### config.mk
export PLATFORM = sky130hd
export DESIGN_NAME = reservoir_sequencer
export DESIGN_NICKNAME = d
export VERILOG_FILES = /design/src/rtl/reservoir_sequencer.sv
export SDC_FILE = /design/constraint.sdc
export NUM_CORES = 1
export LEC_CHECK = 0
export ABC_CLOCK_PERIOD_IN_PS = 14200
export CAP_MARGIN = 0
export CELL_PAD_IN_SITES_DETAIL_PLACEMENT = 1
export CELL_PAD_IN_SITES_GLOBAL_PLACEMENT = 2
export CORE_MARGIN = 2
export CORE_UTILIZATION = 34
export CTS_CLUSTER_SIZE = 20
export DETAILED_ROUTE_END_ITERATION = 16
export PLACE_DENSITY_LB_ADDON = 0.1
export SLEW_MARGIN = 20
export SYNTH_ARGS = -nofsm -noshare
export SYNTH_HDL_FRONTEND = slang
export SYNTH_SLANG_ARGS = --single-unit
### constraint.sdc
create_clock -name clk -period 14.2 [get_ports clk]
set_input_delay 3.55 -clock clk [delete_from_list [all_inputs] [get_ports clk]]
set_output_delay 3.55 -clock clk [all_outputs]
set_load 0.1 [all_outputs]
### src/rtl/reservoir_sequencer.sv
// reservoir_sequencer
//   Feeds a time-multiplexed reservoir: each accepted input sample is applied
//   to VIRTUAL_NODES virtual nodes in turn, with the sign of each application
//   chosen by the input mask. After each reservoir step the settled reservoir
//   word is captured and offered downstream with its node index.
//
// Ports
//   clk, rst            clock; asynchronous active-high reset
//   start_i             single-cycle pulse that begins a run (honoured in IDLE only)
//   num_samples_i       samples in the run, sampled at start
//   mask_i              per-node sign mask (1: +sample, 0: -sample), sampled at start
//   sample_valid_i/     upstream sample handshake and data
//   sample_ready_o/sample_data_i
//   res_din_o, res_en_o masked sample and one-cycle step pulse to the reservoir
//   res_valid_i,        reservoir settled indication and output word
//   res_dout_i
//   out_valid_o/out_ready_i, out_data_o, out_node_o, out_last_o
//                       downstream node output handshake
//   busy_o, done_o      run in progress; one-cycle run-complete pulse
//
// States
//   IDLE   | waiting for start
//   FETCH  | sample_ready high, waiting for an upstream sample
//   DRIVE  | one-cycle reservoir step with the masked sample
//   SETTLE | waiting for res_valid, then capture res_dout
//   EMIT   | captured word offered downstream until accepted
//   DONE   | one-cycle done pulse
module reservoir_sequencer #(
  parameter int VIRTUAL_NODES = 10,
  parameter int DATA_WIDTH    = 32,
  parameter int CNT_WIDTH     = 16
) (
  input  logic                             clk,
  input  logic                             rst,
  input  logic                             start_i,
  input  logic [CNT_WIDTH-1:0]             num_samples_i,
  input  logic [VIRTUAL_NODES-1:0]         mask_i,
  input  logic                             sample_valid_i,
  input  logic [DATA_WIDTH-1:0]            sample_data_i,
  output logic                             sample_ready_o,
  output logic [DATA_WIDTH-1:0]            res_din_o,
  output logic                             res_en_o,
  input  logic                             res_valid_i,
  input  logic [DATA_WIDTH-1:0]            res_dout_i,
  output logic                             out_valid_o,
  output logic [DATA_WIDTH-1:0]            out_data_o,
  output logic [$clog2(VIRTUAL_NODES)-1:0] out_node_o,
  output logic                             out_last_o,
  input  logic                             out_ready_i,
  output logic                             busy_o,
  output logic                             done_o
);

  localparam int NODE_W = $clog2(VIRTUAL_NODES);
  localparam logic [NODE_W-1:0]    LAST_NODE = NODE_W'(VIRTUAL_NODES - 1);
  localparam logic [NODE_W-1:0]    NODE_ONE  = NODE_W'(1);
  localparam logic [CNT_WIDTH-1:0] CNT_ONE   = CNT_WIDTH'(1);

  typedef enum logic [2:0] {
    S_IDLE,
    S_FETCH,
    S_DRIVE,
    S_SETTLE,
    S_EMIT,
    S_DONE
  } state_t;

  state_t                   state_q, state_d;
  logic [CNT_WIDTH-1:0]     num_q, num_d;
  logic [VIRTUAL_NODES-1:0] mask_q, mask_d;
  logic [NODE_W-1:0]        node_q, node_d;
  logic [CNT_WIDTH-1:0]     cnt_q, cnt_d;
  logic [DATA_WIDTH-1:0]    sample_q, sample_d;
  logic [DATA_WIDTH-1:0]    res_din_q, res_din_d;
  logic [DATA_WIDTH-1:0]    out_data_q, out_data_d;
  logic [NODE_W-1:0]        out_node_q, out_node_d;
  logic                     out_last_q, out_last_d;
  logic                     sample_ready_q, res_en_q, out_valid_q, busy_q, done_q;
  logic                     last_sample;

  function automatic logic [DATA_WIDTH-1:0] apply_mask(input logic pos,
                                                       input logic [DATA_WIDTH-1:0] v);
    return pos ? v : -v;
  endfunction

  // num_q is never zero while a run is active, so num_q-1 cannot underflow.
  assign last_sample = (cnt_q == num_q - CNT_ONE);

  always_comb begin
    state_d    = state_q;
    num_d      = num_q;
    mask_d     = mask_q;
    node_d     = node_q;
    cnt_d      = cnt_q;
    sample_d   = sample_q;
    res_din_d  = res_din_q;
    out_data_d = out_data_q;
    out_node_d = out_node_q;
    out_last_d = out_last_q;

    case (state_q)
      S_IDLE: begin
        if (start_i) begin
          if (num_samples_i != '0) begin
            num_d   = num_samples_i;
            mask_d  = mask_i;
            node_d  = '0;
            cnt_d   = '0;
            state_d = S_FETCH;
          end else begin
            state_d = S_DONE;
          end
        end
      end
      S_FETCH: begin
        // sample_ready_o is high for the whole of FETCH
        if (sample_valid_i) begin
          sample_d  = sample_data_i;
          res_din_d = apply_mask(mask_q[0], sample_data_i);
          state_d   = S_DRIVE;
        end
      end
      S_DRIVE: begin
        state_d = S_SETTLE;
      end
      S_SETTLE: begin
        if (res_valid_i) begin
          out_data_d = res_dout_i;
          out_node_d = node_q;
          out_last_d = (node_q == LAST_NODE) && last_sample;
          state_d    = S_EMIT;
        end
      end
      S_EMIT: begin
        if (out_ready_i) begin
          out_last_d = 1'b0;
          if (node_q != LAST_NODE) begin
            node_d    = node_q + NODE_ONE;
            res_din_d = apply_mask(mask_q[node_q + NODE_ONE], sample_q);
            state_d   = S_DRIVE;
          end else begin
            node_d  = '0;
            cnt_d   = cnt_q + CNT_ONE;
            state_d = last_sample ? S_DONE : S_FETCH;
          end
        end
      end
      S_DONE: begin
        state_d = S_IDLE;
      end
      default: begin
        state_d = S_IDLE;
      end
    endcase
  end

  // Status outputs are registered copies of the next state, so they line up
  // exactly with the state the FSM is in.
  always_ff @(posedge clk or posedge rst) begin
    if (rst) begin
      state_q        <= S_IDLE;
      num_q          <= '0;
      mask_q         <= '0;
      node_q         <= '0;
      cnt_q          <= '0;
      sample_q       <= '0;
      res_din_q      <= '0;
      out_data_q     <= '0;
      out_node_q     <= '0;
      out_last_q     <= 1'b0;
      sample_ready_q <= 1'b0;
      res_en_q       <= 1'b0;
      out_valid_q    <= 1'b0;
      busy_q         <= 1'b0;
      done_q         <= 1'b0;
    end else begin
      state_q        <= state_d;
      num_q          <= num_d;
      mask_q         <= mask_d;
      node_q         <= node_d;
      cnt_q          <= cnt_d;
      sample_q       <= sample_d;
      res_din_q      <= res_din_d;
      out_data_q     <= out_data_d;
      out_node_q     <= out_node_d;
      out_last_q     <= out_last_d;
      sample_ready_q <= (state_d == S_FETCH);
      res_en_q       <= (state_d == S_DRIVE);
      out_valid_q    <= (state_d == S_EMIT);
      busy_q         <= (state_d != S_IDLE);
      done_q         <= (state_d == S_DONE);
    end
  end

  assign sample_ready_o = sample_ready_q;
  assign res_din_o      = res_din_q;
  assign res_en_o       = res_en_q;
  assign out_valid_o    = out_valid_q;
  assign out_data_o     = out_data_q;
  assign out_node_o     = out_node_q;
  assign out_last_o     = out_last_q;
  assign busy_o         = busy_q;
  assign done_o         = done_q;

endmodule

# [Word level (Yosys, flattened, before mapping)]
# Cells that the tools add are included.
[word_totals] reg_bits=155
[classes] n_eq_ne=18 reduce_logical=14 n_lt_le_gt_ge=1 add_sub_neg=5 mux=29
[ops] op="two-way mux 32 bit" n=5
[ops] op="two-way mux 16 bit" n=4
[ops] op="negator 32 bit" n=2
[ops] op="case mux 32 bit (2 select lines)" n=1
[ops] op="case mux 16 bit (2 select lines)" n=1
[ops] op="two-way mux 3 bit" n=7
[ops] op="adder 16 x 1 -> 16 bit, second input constant" n=1
[ops] op="equality test 16 bit" n=1
[ops] op="two-way mux 4 bit" n=4
[ops] op="nonzero test 16 bit" n=1
[ops] op="subtractor 16 x 1 -> 16 bit, second input constant" n=1
[ops] op="case mux 3 bit (5 select lines)" n=1
[ops] op="!= test 2 bit, second input constant" n=7
[ops] op="equality test 3 x 2 -> 1 bit, second input constant" n=3
[ops] op="equality test 3 bit, second input constant" n=3
[ops] op="case mux 4 bit (2 select lines)" n=1
[ops] op="AND reduction 4 bit" n=2
[ops] op="equality test 3 x 1 -> 1 bit, second input constant" n=2
[ops] op="AND reduction 3 bit" n=2
[ops] op="nonzero test 2 bit" n=3
[ops] op="< comparator 4 x 5 -> 1 bit, second input constant" n=1
[ops] op="AND reduction 5 bit" n=1
[ops] op="adder 4 x 1 -> 4 bit, second input constant" n=1
[ops] op="binary-select mux 1 bit (select 4 bit)" n=1
[ops] op="other kinds (8)" n=11

# [Longest topological paths before layout]
# Gate-level depths: netlist of the first run.
[logic_depth] depth_word=7 mapped_depth=10

# [Worst setup path before layout of the first run]
# No wires, ideal clock.
[synth_timing] kind="input port to flip-flop" from="in sample_data_i[2]" to="reg res_din_q[23] (netlist: res_din_o[23])" n_path_buf=1 stages=7 setup_ns=0.128 slack_ns=8.852 arrival_ns=5.219 path_cell_list="clkbuf_1 -> or4_1 -> nor4_2 -> a31oi_1 -> xor2_1 -> o21ai_0 -> o21ai_1"
[synth_via] elab_chain_cells=4
[synth_lines] item="from (decl)" line="39" text="input logic [DATA_WIDTH-1:0] sample_data_i,"
[synth_lines] item="negator 32 bit" line="83" text="return pos ? v : -v;"
[synth_lines] item="two-way mux 32 bit" line="83"
[synth_lines] item="two-way mux 32 bit" line="117" text="if (sample_valid_i) begin"
[synth_lines] item="case mux 32 bit (2 select lines)" line="101" text="case (state_q)"
[synth_lines] item="to (signal assigned)" line="183" text="res_din_q <= res_din_d;"
[synth_lines] item="to (decl)" line="74" text="logic [DATA_WIDTH-1:0] res_din_q, res_din_d;"
# Every way passes these cells. The select of a mux whose other input is x is not followed.
# A chain may end at the register's enable or synchronous reset.

# [Worst setup path after layout of the first run]
[layout_timing] from="in sample_data_i[2]" to="reg res_din_q[24] (netlist: res_din_o[24])"
# The elaborated chain is that of the path after synthesis.

==> results of run 1 <==
[per-layer routing]
layer  vias up  GRT usage (%)
met1      3470           28.9
met3        14           3.31
li1       3345              -
met4         0           3.72
met2       126           34.5
met5         -              0
[final cells by class]
type,instances,area [µm²],area share (%)
multi-input combinational,640,4110,37.7
clock inverter,15,196,1.80
tap,319,399,3.66
timing repair buffer,181,1800,16.5
sequential,155,3880,35.6
clock buffer,17,425,3.90
inverter,23,91.3,0.838
[metrics by stage]
| stage | util (%) | area, µm² | hold slack (ns) | power, µW | worst slack, ns |
|---|---|---|---|---|---|
| final | 46.2 | 10900 | 0.487 | 3020 | 8.17 |
| after global routing | 46.2 | 10900 | 0.513 | 3190 | 7.89 |
| after CTS | 46.0 | 10900 | 0.493 | 3030 | 8.26 |
| after detailed placement | 43.4 | 10300 | 0.477 | 2530 | 7.80 |
| after global placement | 43.4 | 10300 | 0.461 | 2520 | 7.83 |
| after floorplan | - | 8210 | 0.457 | 2080 | 6.47 |
[power groups by stage]
stage          registers, µW  logic, µW  clock network, µW
6_report                 797       1730                485
5_1_grt                  827       1840                517
4_1_cts                  799       1730                498
3_5_place_dp             804       1730                  0
3_3_place_gp             800       1720                  0
2_1_floorplan           1440        642                  0
[sequential cells by signal, indices dropped and copies added (netlist names)]
register,count
out_data_o,32
res_din_o,32
sample_q,32
cnt_q,16
num_q,16
mask_q,10
node_q,4
out_node_o,4
state_q,3
busy_o,1
done_o,1
out_last_o,1
out_valid_o,1
res_en_o,1
sample_ready_o,1
[placed cells by master (no fill, tap or decap), types with 4 or more instances in the layout]
master and count:
mux2_1 4, and3_1 8, inv_1 22, nor3_1 34, a21oi_1 45, xnor2_1 49
nor4_1 14, clkdlybuf4s50_1 169, ha_1 6, nand4_1 8, xor2_1 35, nand2_1 119
buf_4 11, mux2i_1 11, nor2b_1 4, nand3_1 10, o21ai_0 44, o21ai_1 23
clkbuf_16 17, or3_1 5, nor2_1 72, mux2_2 52, a211oi_1 5, o22ai_1 4
a31oi_1 14, inv_8 7, dfrtp_1 155, nand2b_1 7, a22oi_1 15
[critical path, stage by stage]
cell,delay (ns)
clkdlybuf4s50_1,0.54
nor4_1,0.62
nand2_1,0.24
nor3_1,0.76
a211oi_1,0.16
a31o_2,0.25
a21oi_1,0.13
o21ai_1,0.08
[cell families (layout without fill, tap and decap cells)]
| kind of cell | after synthesis | count (layout) |
|---|---|---|
| AOI/OAI and AO/OA | 179 | 179 |
| xor gates and xnor gates | 84 | 84 |
| adders and majority gates | 6 | 6 |
| buffers and inverters | 64 | 236 |
| DFF | 155 | 155 |
| muxes | 69 | 69 |
| and+or+nand+nor | 302 | 302 |
[final timing paths]
kind / to / from / cells past startpoint
setup / recovery: res_din_o[24] / sample_data_i[2] / 8
hold / removal: out_node_o[0] / out_node_o[0] / 2
min in group asynchronous: res_en_o / rst / 2
setup reg to reg: res_din_o[31] / node_q[0] / 9
hold reg to reg: out_node_o[0] / out_node_o[0] / 2
max in group asynchronous: node_q[2] / rst / 3
==> results.json, run 1 <==
{
  "synth_xor_area_share_pct": 8.96,
  "power_frac_seq_pct": 26.4,
  "max_slew_margin_pct": 31.2,
  "synth_compound_area_share_pct": 13.0,
  "synth.area.top_cells": "dfrtp_1, mux2_2, nand2_1",
  "avgRoutedWirePerCell_um": 19.1,
  "fmax_ghz": 0.166,
  "cp_max_fo": 7,
  "worst_pin_slew_ns": 1.03,
  "cts_buffer_depth": 2,
  "setup_viol": 0,
  "fp-row-count": 56,
  "dp_cells": 1317,
  "synth_top_family_by_area": "simple AND/OR/NAND/NOR gates",
  "dp_hpwl_mm": 18.3,
  "synth.area.mux_share_pct": 9.57,
  "final_antenna_net_count": 0,
  "synth.top_cell.area_share_pct": 47.3,
  "grt_antenna_before_repair": 0,
  "finalHoldViolCount": 0,
  "ys_warn_count": 0,
  "initial_core_util_pct": 34.8,
  "period_needed_ns": 6.03,
  "cts_buffers": 17,
  "drt_iter0_drc": 258,
  "synth.most_common_cell": "dfrtp_1",
  "skew_ns": 0.0154,
  "cts_setup_buffers": 0,
  "status": "finished clean",
  "drive_gt1_share_pct": 10.9,
  "gp_congestion": 0.758,
  "cts-root-buf": "clkbuf_16",
  "pwr-share-comb_pct": 57.5,
  "clkPwrFrac_pct": 16.1,
  "critical_path_class": "in2reg",
  "top_layer_used": "met4",
  "grt_pass1_wl_mm": 42.0,
  "vias": 6955,
  "min_path_type": "reg2reg",
  "grt_overflow": 0,
  "synth_edf_count": 0,
  "dr_wl_met2_mm": 12.3,
  "wl_met1_mm": 12.5,
  "tns_ns": 0,
  "nFillCells": 2712,
  "maxSlewViolCount": 0,
  "num_io_pins": 170,
  "wl_mm": 25.8,
  "drv_cap": 0,
  "drc": 0,
  "tritoncts": "yes",
  "synth_nets": 961,
  "synth_fa_ha_area_share_pct": 0.915,
  "grt_setup_unrepaired": "false",
  "syn_to_final_growth_pct": 32.8,
  "leakagePower_uw": 0.00453,
  "clk_latency_ns": 0.43,
  "fin_crit_sh_pct": 42.5,
  "syn_inst": 859,
  "yosys-top-cells-count": "dfrtp_1, nand2_1, nor2_1, mux2_2, xnor2_1",
  "wl_met3_um": 787,
  "holdBufCountCts": 0,
  "ys_ff_latch": 155,
  "powerDensity_nw_per_um2": 277,
  "rrSetupSlack_ns": 11.35,
  "clock_sinks": 155,
  "htreeDepth": 4,
  "async_reset_ff_share_pct": 100,
  "synth.yosys.seq_area_share_pct": 47.3,
  "end_kind": "flop",
  "stdcell_count": 1350,
  "arrival_ns": 6.33,
  "ys_types": 61,
  "die_h_um": 159,
  "synth-simple-area-share_pct": 17.2,
  "track_usage_pct": 20.8,
  "viasPerCell": 5.15,
  "clkSlewWorstSetupHoldPaths_ns": 0.07,
  "internal_power_uw": 1440,
  "switchingPower_uw": 1580,
  "cp-start-kind": "primary input",
  "sw_frac_of_total_pct": 52.4,
  "grt_pass1_vias": 7388,
  "core_um2": 23600,
  "io_buffers": 169,
  "drt_pre_antenna_iters": 4,
  "fin_nets": 1120,
  "grt_max_degree": 84,
  "die_w_um": 159,
  "antenna_cells": 0,
  "synthFlopType": "dfrtp_1",
  "die-area_um2": 25400,
  "ir_drop_mv": 0.153,
  "syn_avg_cell_area_um2": 9.55,
  "syn-cell-area_um2": 8210,
  "ctsResizeCount": 0,
  "yosysTopAreaCell": "dfrtp_1",
  "cp.required_ns": 14.50
}
(Power assumes the default switching activity.)
==> run 2: changes to the inputs <==
ABC_CLOCK_PERIOD_IN_PS = 5900   (was 14200)
CORE_UTILIZATION = 32   (was 34)
clock period = 5.9 ns   (was 14.2 ns; I/O delays follow)
==> run 2 against run 1 <==
Sequential cell count unchanged. Non-clock buffer count up 1. Highest routed layer unchanged. Clock-buffer cell count unchanged. Hold slack worse by 0.0078 ns. First-iteration DRC count up 48%. Clock power up 130%. Combinational power up 140%. Critical endpoint is now res_din_o[17]. Global-route usage down 0.54 points.
==> results.json, run 2 (synthesis results as in run 1) <==
{
  "grt_pass1_vias": 7341,
  "final_common_cell": "clkdlybuf4s50_1",
  "clock_sinks": 155,
  "post-place-ws_ns": 1.48,
  "tritoncts": "yes",
  "arrival_ns": 4.21,
  "gr-usage-met3_pct": 3.48,
  "core_um2": 25200,
  "hold_path_depth": 2,
  "clkPwrFrac_pct": 15.4,
  "max_slew_margin_pct": 29.5,
  "cts_buffer_depth": 2,
  "holdBufCountCts": 0,
  "drt_iter0_drc": 383,
  "num_io_pins": 170,
  "die_w_um": 164,
  "grt_util_met1_pct": 28.2,
  "fin_nets": 1121,
  "cts_buffers": 17,
  "maxSlewViolCount": 0,
  "fin_crit_sh_pct": 66.4,
  "avgRoutedWirePerCell_um": 19.4,
  "skew_ns": 0.0172,
  "powerDensity_nw_per_um2": 664,
  "dp_cells": 1329,
  "clkSlewWorstSetupHoldPaths_ns": 0.07,
  "fin_hold_ws_ns": 0.479,
  "rrSetupSlack_ns": 3.00,
  "setup_viol": 0,
  "reg2reg_to": "cnt_q[11]",
  "drive_gt1_share_pct": 10.9,
  "leakagePower_uw": 0.00452,
  "min_from": "out_node_o[1]",
  "cts_setup_buffers": 0,
  "min_path_type": "reg2reg",
  "gp_congestion": 0.773,
  "finalHoldViolCount": 0,
  "grt_pass1_wl_mm": 41.8,
  "cts-root-buf": "clkbuf_16",
  "fin_ws_ns": 1.98,
  "reg2reg_depth": 8,
  "tns_ns": 0,
  "drt_pre_antenna_iters": 4,
  "reg2reg_from": "node_q[0]",
  "grt_antenna_before_repair": 0,
  "io_buffers": 169,
  "dpl-instance-area_um2": 10300,
  "fin_area_um2": 10900,
  "stdcell_count": 1362,
  "drv_cap": 0,
  "htreeDepth": 4,
  "grt-busiest-layer": "met2",
  "clk_latency_ns": 0.44,
  "switchingPower_uw": 3830,
  "cp.required_ns": 6.19,
  "wl_mm": 26.4,
  "die-area_um2": 26900,
  "die_h_um": 164,
  "antenna_cells": 0,
  "drc": 0,
  "period_needed_ns": 3.92,
  "fmax_ghz": 0.255,
  "worst_pin_slew_ns": 1.05,
  "pwr-share-comb_pct": 58.1,
  "ir_drop_mv": 0.382,
  "syn_to_final_growth_pct": 32.7,
  "grt_overflow": 0,
  "fp-row-count": 58,
  "final_antenna_net_count": 0,
  "viasPerCell": 5.18,
  "ctsResizeCount": 0,
  "grt_max_degree": 86,
  "track_usage_pct": 20.2,
  "sw_frac_of_total_pct": 52.9,
  "cp-start-kind": "primary input",
  "cp_max_fo": 11,
  "end_kind": "flop",
  "met2_usage_pct": 32.6,
  "status": "finished clean",
  "min_to": "out_node_o[1]",
  "internal_power_uw": 3400,
  "initial_core_util_pct": 32.6,
  "grt_setup_unrepaired": "false",
  "power_frac_seq_pct": 26.5,
  "vias": 7059,
  "critical_path_class": "in2reg",
  "final_cell_mix": "clkdlybuf4s50_1, dfrtp_1, nand2_1",
  "dp_hpwl_mm": 18.8
}
-- run 2: routing by layer --
metal	vias to the layer above	part of all wire [%]	wire, µm
li1	3346	-	-
met1	3574	47	12500
met2	123	48	12700
met3	16	3.4	887
met4	0	1.0	272
met5	-	0	0
-- run 2: worst max-delay path by stage --
stage | from | to | slack [ns] | cells after the start
detailed placement | num_samples_i[2] | res_din_o[17] | 1.48 | 8
CTS | num_samples_i[2] | res_din_o[17] | 1.93 | 8
finish | num_samples_i[2] | res_din_o[17] | 1.98 | 8
global route | num_samples_i[2] | res_din_o[17] | 1.71 | 8
global placement | num_samples_i[2] | res_din_o[21] | 1.54 | 8
floorplan | rst | busy_o | 0.25 | 1
-- run 2: stage by stage --
step / utilization, % / power (µW)
final: 43.3 / 7230
after detailed placement: 40.8 / 6130
after floorplan: - / 5000
after CTS: 43.2 / 7280
after global placement: 40.8 / 6100
after global routing: 43.3 / 7670
-- run 2: worst max-delay path: stages --
cell	delay [ns]
clkdlybuf4s50_1	0.49
nor4_1	0.31
nand3_1	0.20
o21ai_1	0.59
nand2b_1	0.56
nor3_1	0.20
a32oi_1	0.24
o221ai_1	0.13
-- run 2: power by group through the flow --
| stage | clock network (µW) | registers (µW) | logic (µW) |
|---|---|---|---|
| 2_1_floorplan | 0 | 3460 | 1540 |
| 3_3_place_gp | 0 | 1930 | 4170 |
| 3_5_place_dp | 0 | 1940 | 4190 |
| 4_1_cts | 1150 | 1920 | 4210 |
| 5_1_grt | 1190 | 1990 | 4490 |
| 6_report | 1110 | 1910 | 4200 |
-- run 2: layout make-up --
class,instances,area [µm²]
flip-flops and latches,155,3880
multi-input cells,640,4110
clock buffers,17,425
well taps,330,413
inverters,23,91.3
fillers,2817,14300
clock inverters,15,156
repair buffers,182,1820
==> run 3: changes to the inputs <==
ABC_CLOCK_PERIOD_IN_PS = 3600   (was 5900)
CORE_UTILIZATION = 29   (was 32)
clock period = 3.6 ns   (was 5.9 ns; I/O delays follow)
==> run 3 against run 2 <==
Sequential share of layout area grew 0.090 points. Routed wire length grew 3.4%. Final cell count grew 4.4%. Sequential power grew 64%. Critical endpoint is now res_din_o[16]. Core utilization shrank 4.3 points. Critical path depth grew 1. Sequential cell count is the same. Final area shrank 0.25%. Critical path type is now reg2reg. Global-route usage shrank 1.2 points. First-iteration DRC count shrank 11%. Via count shrank 0.20%.
==> results.json, run 3 (synthesis results as in run 1) <==
{
  "viasPerCell": 4.95,
  "gp_congestion": 0.764,
  "drc": 0,
  "dp_cells": 1390,
  "final_antenna_net_count": 0,
  "maxSlewViolCount": 0,
  "io_buffers": 169,
  "initial_core_util_pct": 29.5,
  "fmax_ghz": 0.335,
  "cts_setup_buffers": 0,
  "syn_to_final_growth_pct": 32.4,
  "arrival_ns": 3.31,
  "die-area_um2": 29700,
  "grt_pass1_wl_mm": 42.6,
  "drt_iter0_drc": 339,
  "fin_nets": 1133,
  "cts-root-buf": "clkbuf_16",
  "nFillCells": 3168,
  "avgRoutedWirePerCell_um": 19.2,
  "holdBufCountCts": 0,
  "fp-row-count": 61,
  "core_um2": 27900,
  "powerDensity_nw_per_um2": 1080,
  "track_usage_pct": 19.0,
  "setup_viol": 0,
  "grt_max_degree": 81,
  "cp-start-kind": "flop",
  "clkSlewWorstSetupHoldPaths_ns": 0.07,
  "worst_pin_slew_ns": 1.08,
  "critical_path_class": "reg2reg",
  "final_cell_mix": "dfrtp_1, nand2_1, clkdlybuf4s50_1",
  "grt_antenna_before_repair": 0,
  "num_io_pins": 170,
  "fin_crit_sh_pct": 83.0,
  "die_h_um": 172,
  "drt_pre_antenna_iters": 4,
  "critical-path-max-stage-delay_ns": 0.58,
  "critPathBufInv": 1,
  "post-place-ws_ns": 0.164,
  "skew_ns": 0.0169,
  "status": "finished clean",
  "grt_setup_unrepaired": "false",
  "clk_latency_ns": 0.45,
  "cp_cell_sequence": "ha_1 -> xor2_1 -> mux4_2 -> mux2i_1 -> a21oi_4 -> buf_4 -> a21oi_1 -> xnor2_1 -> o21ai_1",
  "cp_max_fo": 19,
  "htreeDepth": 4,
  "cpMaxStageDelayCell": "a21oi_4",
  "vias": 7045,
  "fin_area_um2": 10900,
  "leakagePower_uw": 0.00466,
  "max_slew_margin_pct": 27.9,
  "cpLargestDelayFamily": "compound AO/OA/AOI/OAI gates",
  "antenna_cells": 0,
  "ctsResizeCount": 0,
  "fin_ws_ns": 0.611,
  "min_path_type": "reg2reg",
  "tritoncts": "yes",
  "dp_hpwl_mm": 19.5,
  "clock_sinks": 155,
  "final_common_cell": "dfrtp_1",
  "end_kind": "flop",
  "cts_buffers": 17,
  "ir_drop_mv": 0.816,
  "wl_mm": 27.3,
  "cp.required_ns": 3.92,
  "finalHoldViolCount": 0,
  "die_w_um": 172,
  "grt_pass1_vias": 7250,
  "grt_overflow": 0,
  "dpl-instance-area_um2": 10300,
  "tns_ns": 0,
  "drv_cap": 0,
  "stdcell_count": 1422,
  "cts_buffer_depth": 2,
  "period_needed_ns": 2.99,
  "drive_gt1_share_pct": 18.3
}
-- run 3: tightest hold or removal path: stages, from the launching register on --
cell     delay (ns)
dfrtp_1        0.34
nand2_1        0.05
o21ai_0        0.06
-- run 3: layout make-up --
cell class                 instances  area [µm²]  area share [%]
multi-input combinational        640        4110            37.8
sequential                       155        3880            35.7
timing repair buffer             194        1740            16.0
tap                              378         473            4.35
clock buffer                      17         425            3.91
clock inverter                    15         153            1.40
inverter                          23        90.1           0.829
-- run 3: stage by stage --
step	hold slack [ns]	utilization [%]	total power, µW
floorplan	0.457	-	8200
global placement	0.465	36.9	9880
detailed placement	0.480	36.9	9950
CTS	0.498	39.0	11900
global route	0.521	39.0	12400
finish	0.486	39.0	11700
-- run 3: worst paths after layout --
| kind | start | end | slack, ns | cells after the start |
|---|---|---|---|---|
| max in group asynchronous | rst | sample_q[1] | 2.23 | 3 |
| setup reg to reg | node_q[0] | res_din_o[16] | 0.61 | 9 |
| hold reg to reg | out_node_o[0] | out_node_o[0] | 0.49 | 2 |
| setup / recovery | node_q[0] | res_din_o[16] | 0.61 | 9 |
| min in group asynchronous | rst | res_din_o[5] | 0.95 | 3 |
| hold / removal | out_node_o[0] | out_node_o[0] | 0.49 | 2 |
-- run 3: per-layer routing --
layer / global-route usage [%] / vias up / share of wire (%)
met5: 0 / - / 0
met1: 26.7 / 3540 / 48
met3: 3.25 / 17 / 3.2
met2: 30.7 / 124 / 48
li1: - / 3364 / -
met4: 4.24 / 0 / 0.94
-- run 3: report_power, final --
part / switching, µW / total, µW / internal [µW]
registers: 681 / 3140 / 2460
clock network: 865 / 1850 / 981
logic: 4720 / 6710 / 1980
total: 6270 / 11700 / 5430
